File: src/rtl/mskrnd_lfsr_feeder.sv
// mskrnd_lfsr_feeder: 64-bit LFSR that supplies fresh randomness to NGADGETS HPC2 gadgets.
// Defining MSKRND_DELIVERY_CNT_EN adds the rnd_cnt delivery counter output.
module mskrnd_lfsr_feeder #(
    parameter  int d        = 2,
    parameter  int NGADGETS = 4,
    parameter  int WARMUP   = 64,
    localparam int RND_W    = NGADGETS * d * (d - 1) / 2
) (
    input  logic             clk,
    input  logic             rst_n,
    input  logic [31:0]      seed_in,
    input  logic             seed_valid,
    output logic             seed_ready,
    input  logic             rnd_next,
    output logic [RND_W-1:0] rnd,
    output logic             rnd_valid
`ifdef MSKRND_DELIVERY_CNT_EN
    ,
    output logic [31:0]      rnd_cnt
`endif
);

    localparam int                CNT_W     = (WARMUP > 0) ? $clog2(WARMUP + 1) : 1;
    localparam logic [CNT_W-1:0]  WARM_LAST = CNT_W'(WARMUP);
    localparam logic [CNT_W-1:0]  CNT_ONE   = CNT_W'(1);

    generate
        if (RND_W < 1 || RND_W > 64) begin : g_bad_rnd_w
            $error("mskrnd_lfsr_feeder: RND_W must be within 1..64");
        end
    endgenerate

    typedef enum logic [1:0] {IDLE, LOAD1, WARM, RUN} state_t;

    state_t            state_r;
    logic [63:0]       s_r;
    logic [CNT_W-1:0]  warm_cnt_r;
    logic [RND_W-1:0]  rnd_r;
    logic              rnd_valid_r;
    logic              seed_ready_r;
    logic [63:0]       seed_full_s;
    logic [63:0]       seed_fix_s;
    logic [63:0]       s_adv_s;

    // RND_W unrolled LFSR steps, one advance per clock
    function automatic logic [63:0] lfsr_advance(input logic [63:0] s);
        logic [63:0] t;
        t = s;
        for (int i = 0; i < RND_W; i++) begin
            t = {t[62:0], t[63] ^ t[62] ^ t[60] ^ t[59]};
        end
        return t;
    endfunction

    // Seed assembly (an all-zero seed would lock the LFSR) and next advanced state
    always_comb begin
        seed_full_s = {s_r[63:32], seed_in};
        if (seed_full_s == 64'h0) begin
            seed_fix_s = 64'h1;
        end else begin
            seed_fix_s = seed_full_s;
        end
        s_adv_s = lfsr_advance(s_r);
    end

    // Seeding / warm-up / delivery FSM with registered outputs
    always_ff @(posedge clk or negedge rst_n) begin
        if (!rst_n) begin
            state_r      <= IDLE;
            s_r          <= 64'h1;
            warm_cnt_r   <= {CNT_W{1'b0}};
            rnd_r        <= {RND_W{1'b0}};
            rnd_valid_r  <= 1'b0;
            seed_ready_r <= 1'b1;
        end else begin
            case (state_r)
                IDLE: begin
                    if (seed_valid) begin
                        s_r[63:32] <= seed_in;
                        state_r    <= LOAD1;
                    end
                end
                LOAD1: begin
                    if (seed_valid) begin
                        s_r        <= seed_fix_s;
                        warm_cnt_r <= {CNT_W{1'b0}};
                        if (WARMUP == 0) begin
                            state_r     <= RUN;
                            rnd_r       <= seed_fix_s[RND_W-1:0];
                            rnd_valid_r <= 1'b1;
                        end else begin
                            state_r      <= WARM;
                            seed_ready_r <= 1'b0;
                        end
                    end
                end
                WARM: begin
                    if (warm_cnt_r == WARM_LAST) begin
                        state_r      <= RUN;
                        rnd_r        <= s_r[RND_W-1:0];
                        rnd_valid_r  <= 1'b1;
                        seed_ready_r <= 1'b1;
                    end else begin
                        s_r        <= s_adv_s;
                        warm_cnt_r <= warm_cnt_r + CNT_ONE;
                    end
                end
                RUN: begin
                    // A reseed wins over rnd_next so no value is consumed in that cycle
                    if (seed_valid) begin
                        s_r[63:32]  <= seed_in;
                        state_r     <= LOAD1;
                        rnd_r       <= {RND_W{1'b0}};
                        rnd_valid_r <= 1'b0;
                    end else if (rnd_next) begin
                        s_r   <= s_adv_s;
                        rnd_r <= s_adv_s[RND_W-1:0];
                    end
                end
                default: begin
                    state_r      <= IDLE;
                    s_r          <= 64'h1;
                    warm_cnt_r   <= {CNT_W{1'b0}};
                    rnd_r        <= {RND_W{1'b0}};
                    rnd_valid_r  <= 1'b0;
                    seed_ready_r <= 1'b1;
                end
            endcase
        end
    end

    assign seed_ready = seed_ready_r;
    assign rnd        = rnd_r;
    assign rnd_valid  = rnd_valid_r;

`ifdef MSKRND_DELIVERY_CNT_EN
    logic [31:0] rnd_cnt_r;

    // Delivered-value counter, cleared by every accepted first seed word
    always_ff @(posedge clk or negedge rst_n) begin
        if (!rst_n) begin
            rnd_cnt_r <= 32'h0;
        end else if (seed_valid && (state_r == IDLE || state_r == RUN)) begin
            rnd_cnt_r <= 32'h0;
        end else if (state_r == RUN && rnd_next) begin
            rnd_cnt_r <= rnd_cnt_r + 32'h1;
        end
    end

    assign rnd_cnt = rnd_cnt_r;
`endif

endmodule

File: config.mk
export PLATFORM = sky130hd
export DESIGN_NAME = mskrnd_lfsr_feeder
export DESIGN_NICKNAME = d
export VERILOG_FILES = /design/src/rtl/mskrnd_lfsr_feeder.sv
export SDC_FILE = /design/constraint.sdc
export NUM_CORES = 1
export LEC_CHECK = 0
export CORE_MARGIN = 3
export CORE_UTILIZATION = 30
export CTS_CLUSTER_SIZE = 14
export DETAILED_ROUTE_END_ITERATION = 16
export SETUP_SLACK_MARGIN = 0.02
export SYNTH_ARGS = -nofsm -noshare
export SYNTH_HDL_FRONTEND = slang
export SYNTH_SLANG_ARGS = --single-unit
File: constraint.sdc
create_clock -name clk -period 1.9 [get_ports clk]
set_input_delay 0.19 -clock clk [delete_from_list [all_inputs] [get_ports clk]]
set_output_delay 0.19 -clock clk [all_outputs]
set_load 0.01 [all_outputs]
After elaboration in Yosys (flattened, before gate mapping)
Index checks and enable logic that the tools add are counted.
{"block": "totals", "register_bits": 79, "inputBits": 36, "output_inout_bits": 6, "wordCells": 71}
{"block": "classes", "n_addsub": 1, "n_eq_ne": 14, "mux": 24, "n_bitwise": 12, "n_reduce_logical": 13}
{"operator": "$mux W64", "count": 4}
{"operator": "$pmux W32 S4", "count": 1}
{"operator": "$mux W32", "count": 3}
{"operator": "$pmux W32 S3", "count": 1}
{"operator": "$logic_not A64 Y1", "count": 1}
{"operator": "$ne A2 B2 Y1 const B", "count": 8}
{"operator": "$reduce_and A3 Y1", "count": 5}
{"operator": "$mux W7", "count": 2}
{"operator": "$pmux W7 S2", "count": 1}
{"operator": "$mux W4", "count": 3}
{"operator": "$xor A1 B1 Y1", "count": 12}
{"operator": "$reduce_and A5 Y1", "count": 2}
{"operator": "$pmux W4 S2", "count": 1}
{"operator": "$add A7 B1 Y7 const B", "count": 1}
{"operator": "$eq A7 B7 Y1 const B", "count": 1}
{"operator": "$mux W2", "count": 3}
{"operator": "$pmux W2 S3", "count": 1}
{"operator": "$eq A2 B2 Y1 const B", "count": 2}
{"operator": "$pmux W1 S2", "count": 2}
{"operator": "$reduce_bool A2 Y1", "count": 2}
{"operator": "$ne A3 B3 Y1 const B", "count": 1}
{"operator": "$reduce_bool A3 Y1", "count": 1}
{"operator": "$eq A2 B1 Y1 const B", "count": 1}
{"operator": "$logic_not A2 Y1", "count": 1}
{"operator": "other kinds (3)", "count": 4}

Logic depth before layout (Yosys ltp)
{"block": "depth", "ltp_word": 6, "depth_mapped": 10, "ltp_nobuf": 7}

Worst setup path before layout
No wires, ideal clock.
{"block": "synth_path", "kind": "reg2reg", "from": "reg state_r[0]", "to": "reg s_r[1]", "setup_ns": 0.127, "t_arrival_ns": 1.874, "t_required_ns": 1.773, "slack_ns": -0.101, "path_stages_with_launch": 9, "n_path_buf": 2, "period_less_slack_ns": 2.001, "path_cell_list": "dfrtp_1 > inv_1 > ha_1 > buf_2 > nor2_1 > clkbuf_1 > nor2_1 > a211oi_1 > a21oi_1"}
{"block": "synth_via", "elab_chain_cells": 3, "word_cells_on_any_way": 10, "classes_between": "7 x eq/ne; 1 x mux; 2 x reduce/logical"}
{"item": "start, declared", "line_no": "35", "text": "state_t state_r;"}
{"item": "start signal, assigned", "line_no": "69", "text": "state_r <= IDLE;"}
{"item": "start signal, assigned", "line_no": "80", "text": "state_r <= LOAD1;"}
{"item": "start signal, assigned", "line_no": "88", "text": "state_r <= RUN;"}
{"item": "$eq A2 B2 Y1 / $eq A2 B1 Y1 (equally long branches)", "line_no": "76", "text": "case (state_r)"}
{"item": "$ne A2 B2 Y1 (no source line) / $reduce_bool A3 Y1 (equally long branches)"}
{"item": "$reduce_and A5 Y1 (no source line)"}
{"item": "end signal, assigned", "line_no": "85", "text": "s_r <= seed_fix_s;"}
{"item": "end signal, assigned", "line_no": "104", "text": "s_r <= s_adv_s;"}
{"item": "end signal, assigned", "line_no": "116", "text": "s_r <= s_adv_s;"}
{"item": "end, declared", "line_no": "36", "text": "logic [63:0] s_r;"}
Several ways; a longest one is shown, not always the timed one.
A chain may end at the register's enable or synchronous reset.

Worst setup path after layout
{"block": "layout_path", "from": "reg s_r[62]", "to": "reg s_r[34]"}
{"block": "layout_via", "elab_chain_cells": 3}
{"item": "start signal, assigned", "line_no": "79", "text": "s_r[63:32] <= seed_in;"}
{"item": "start signal, assigned", "line_no": "85"}
{"item": "start signal, assigned", "line_no": "104"}
{"item": "$logic_not A64 Y1", "line_no": "58", "text": "if (seed_full_s == 64'h0) begin"}
{"item": "$ne A2 B2 Y1 (no source line)"}
{"item": "$reduce_and A5 Y1 (no source line)"}
No other way between the ends.

==> results.ini <==
[worst_setup_path]
cp_cell_sequence=inv_1, ha_2, nor4b_4, nand4_1, or3_4, or4_1, nand3_1
worstPathArrival_ps=2320
rrSetupSlack_ps=-130
crit_type=flip-flop to flip-flop
critPathCaptureType=flip-flop
cp_top_family=simple AND/OR/NAND/NOR gates
r2r_start=s_r[62]
path_buf_inv=1
startpoint_type=flip-flop
ff2ff_path_depth=7
crit_required_ps=2180
path_max_fanout=4
slowest_delay_ps=510
worst_path_max_delay_cell=or4_1
r2r-end=s_r[34]

[place]
gp_congestion=0.799
placed_cells=736
dpl.hpwl_um=9070
preCtsSetupSlack_ps=-392
io_buffers=41

[timing]
drv_slew=0
fin_ws_ps=-133
rsz0062_at_grt=yes
worst_slew_pin_slew_ps=748
setup_viol=54
period_share_pct=107
tns_ps=-3310
final_hold_viol_count=0
min_period_ps=2030
max_freq_mhz=492
finClkSkew_ps=10.6
slew_headroom_pct=50.1

[finish]
fin_util_pct=50.4
antennaDiodeCount=0
nFillCells=1191
layoutNonFillerInstCount=778
multi_input_area_sq_um=2880
drive_gt1_share_pct=46.0
nNetsFinal=639
area_delta_synth_final_pct=63.8
regArea_sq_um=1980

[clock_network]
cts.path.max_buffers=2
cts.clk_slew.worst_paths_ps=70
clk_latency_ps=350
ctsHtreeMaxLevel=3
cts_buffers=9
cts_tree=yes
cts-root-buf=clkbuf_16
numClockSinks=79

[route]
routed_via_density=5.53
wl_um=14800
drt.antenna.violating_nets=0
drc=0
initialDrtViolationCount=430
wl_per_cell_um=19.0
drt-pass1-iter-count=7
vias=4306

[global_routing]
grt_antenna_before_repair=0
grt_pass1_wl_um=22000
grtUsageTotal_pct=17.3
grt-ovfl-total=0
grt_start_max_net_pins=65
grt_pass1_vias=4283

[synth]
syn-cell-area_sq_um=4290
syn_inst=452
synth_edf_count=0
synth.distinct_cells=40
yosysSeqAreaShare_pct=46.2
ys.flop_type=dfrtp_1
postSynthRegisterBits=79
syn_nets=498
synth_area_per_cell_sq_um=9.48
postSynth.asyncResetShare_pct=100
yosys_warnings=0

[status]
failed_checks=negative setup slack
outcome=finished, violations left

[die]
dieArea_sq_um=15800
io_pins=42
fp.coreArea_sq_um=13900
initial_core_util_pct=30.8
num_rows=43
dieHeight_um=126
die_w_um=126

[pwr]
peakVddDrop_uv=701
leakagePower_nw=3.06
p_per_area_nw_per_um2=1880

[run]
max_cap_viol_count=0

[hold_path]
worstHoldPathType=primary input to async pin

[routing by layer]
metal	wire length (um)	GRT usage, %	up-vias
met5	0	0	-
met4	463	6.25	0
met3	747	3.72	34
met2	7380	28.1	144
met1	6200	22.7	2166
li1	-	-	1962
[power breakdown]
part	internal [W]	switching [W]
clock network	0.000992	0.000714
logic	0.00401	0.00438
registers	0.00242	0.000671
[cells in the mapped netlist (2+ instances only)]
cell type / instances / area share, %
dfrtp_1: 77 / 45
nor3_1: 7 / 0.82
nor2_1: 18 / 1.6
a211oi_1: 2 / 0.35
nor2b_1: 2 / 0.29
o21ai_0: 67 / 7.8
nand2b_1: 3 / 0.44
clkbuf_1: 10 / 0.88
or3_1: 7 / 1.0
xor2_1: 5 / 1.0
buf_6: 2 / 0.53
nand2_1: 52 / 4.6
or4_1: 4 / 0.70
a21oi_1: 16 / 1.9
nand3_1: 7 / 0.82
mux2i_1: 29 / 6.8
ha_1: 10 / 2.9
xnor2_1: 8 / 1.6
o31ai_1: 25 / 4.4
nor4_1: 13 / 1.9
a22oi_1: 32 / 5.6
inv_1: 14 / 1.2
clkbuf_2: 2 / 0.23
buf_2: 18 / 2.1
nand4_1: 2 / 0.29
a211o_1: 4 / 0.82
dfstp_2: 2 / 1.2
nor4b_1: 2 / 0.41
[sequential cells by signal, indices dropped and copies added, names as in the netlist]
signal,flops
rnd,4
rnd_valid,1
s_r,64
seed_ready,1
state_r,2
warm_cnt_r,7
[cell type report]
class / count / area share [%]
Tap cell: 180 / 3.21
Clock buffer: 12 / 3.80
Sequential cell: 79 / 28.2
Timing Repair Buffer: 158 / 22.5
Inverter: 14 / 0.820
Clock inverter: 4 / 0.410
Multi-Input combinational cell: 331 / 41.0
[logic make-up after synthesis]
family,share of synthesized area (%)
compound gates,22.0
mux,7.04
simple gates,14.2
buf+inv,4.96
fa+ha+maj,2.92
xor+xnor,2.66
flops,46.2
[cell usage in the layout, fill, tap and decap left out, types with 7 or more instances in the layout]
master / Yosys / routed
o31ai_2: 0 / 13
nand2_1: 52 / 20
nor4_1: 13 / 9
clkbuf_16: 0 / 15
buf_12: 0 / 9
nand2_4: 0 / 18
dfrtp_1: 77 / 75
o21ai_0: 67 / 8
a22oi_1: 32 / 30
o21ai_2: 1 / 43
xnor2_1: 8 / 8
o21ai_1: 0 / 9
o21ai_4: 0 / 8
nand2_2: 0 / 14
clkdlybuf4s50_1: 0 / 40
a21oi_1: 16 / 14
o31ai_1: 25 / 10
nand3_1: 7 / 7
inv_1: 14 / 9
nor2_1: 18 / 16
buf_4: 0 / 84
mux2i_1: 29 / 28
buf_6: 2 / 16
[worst max-delay path by stage]
stage | startpoint | to | depth (start not counted)
after CTS | s_r[62] | s_r[34] | 7
after detailed placement | seed_in[9] | s_r[34] | 7
after global placement | seed_in[27] | s_r[33] | 7
after global routing | s_r[63] | s_r[34] | 7
after floorplan | state_r[0] | s_r[10] | 10
final | s_r[62] | s_r[34] | 7
[stage by stage]
step	hold slack, ps	area, sq um	power (W)
final	290	7020	0.0132
after global routing	319	7020	0.0139
after CTS	296	6260	0.0108
after detailed placement	112	5550	0.00827
after global placement	108	5550	0.00813
after floorplan	-106	4290	0.00618
[timing repair]
item / 4_1_cts / 5_1_grt
setup endpoints to repair: 69 / 73
pin swaps: 17 / 63
setup buffers: 8 / 8
gates resized for setup: 78 / 183
hold endpoints to repair: 18 / 0
gates cloned: 3 / 11
hold buffers: 1 / 0
No activity file was read; power rests on OpenSTA's default activity.
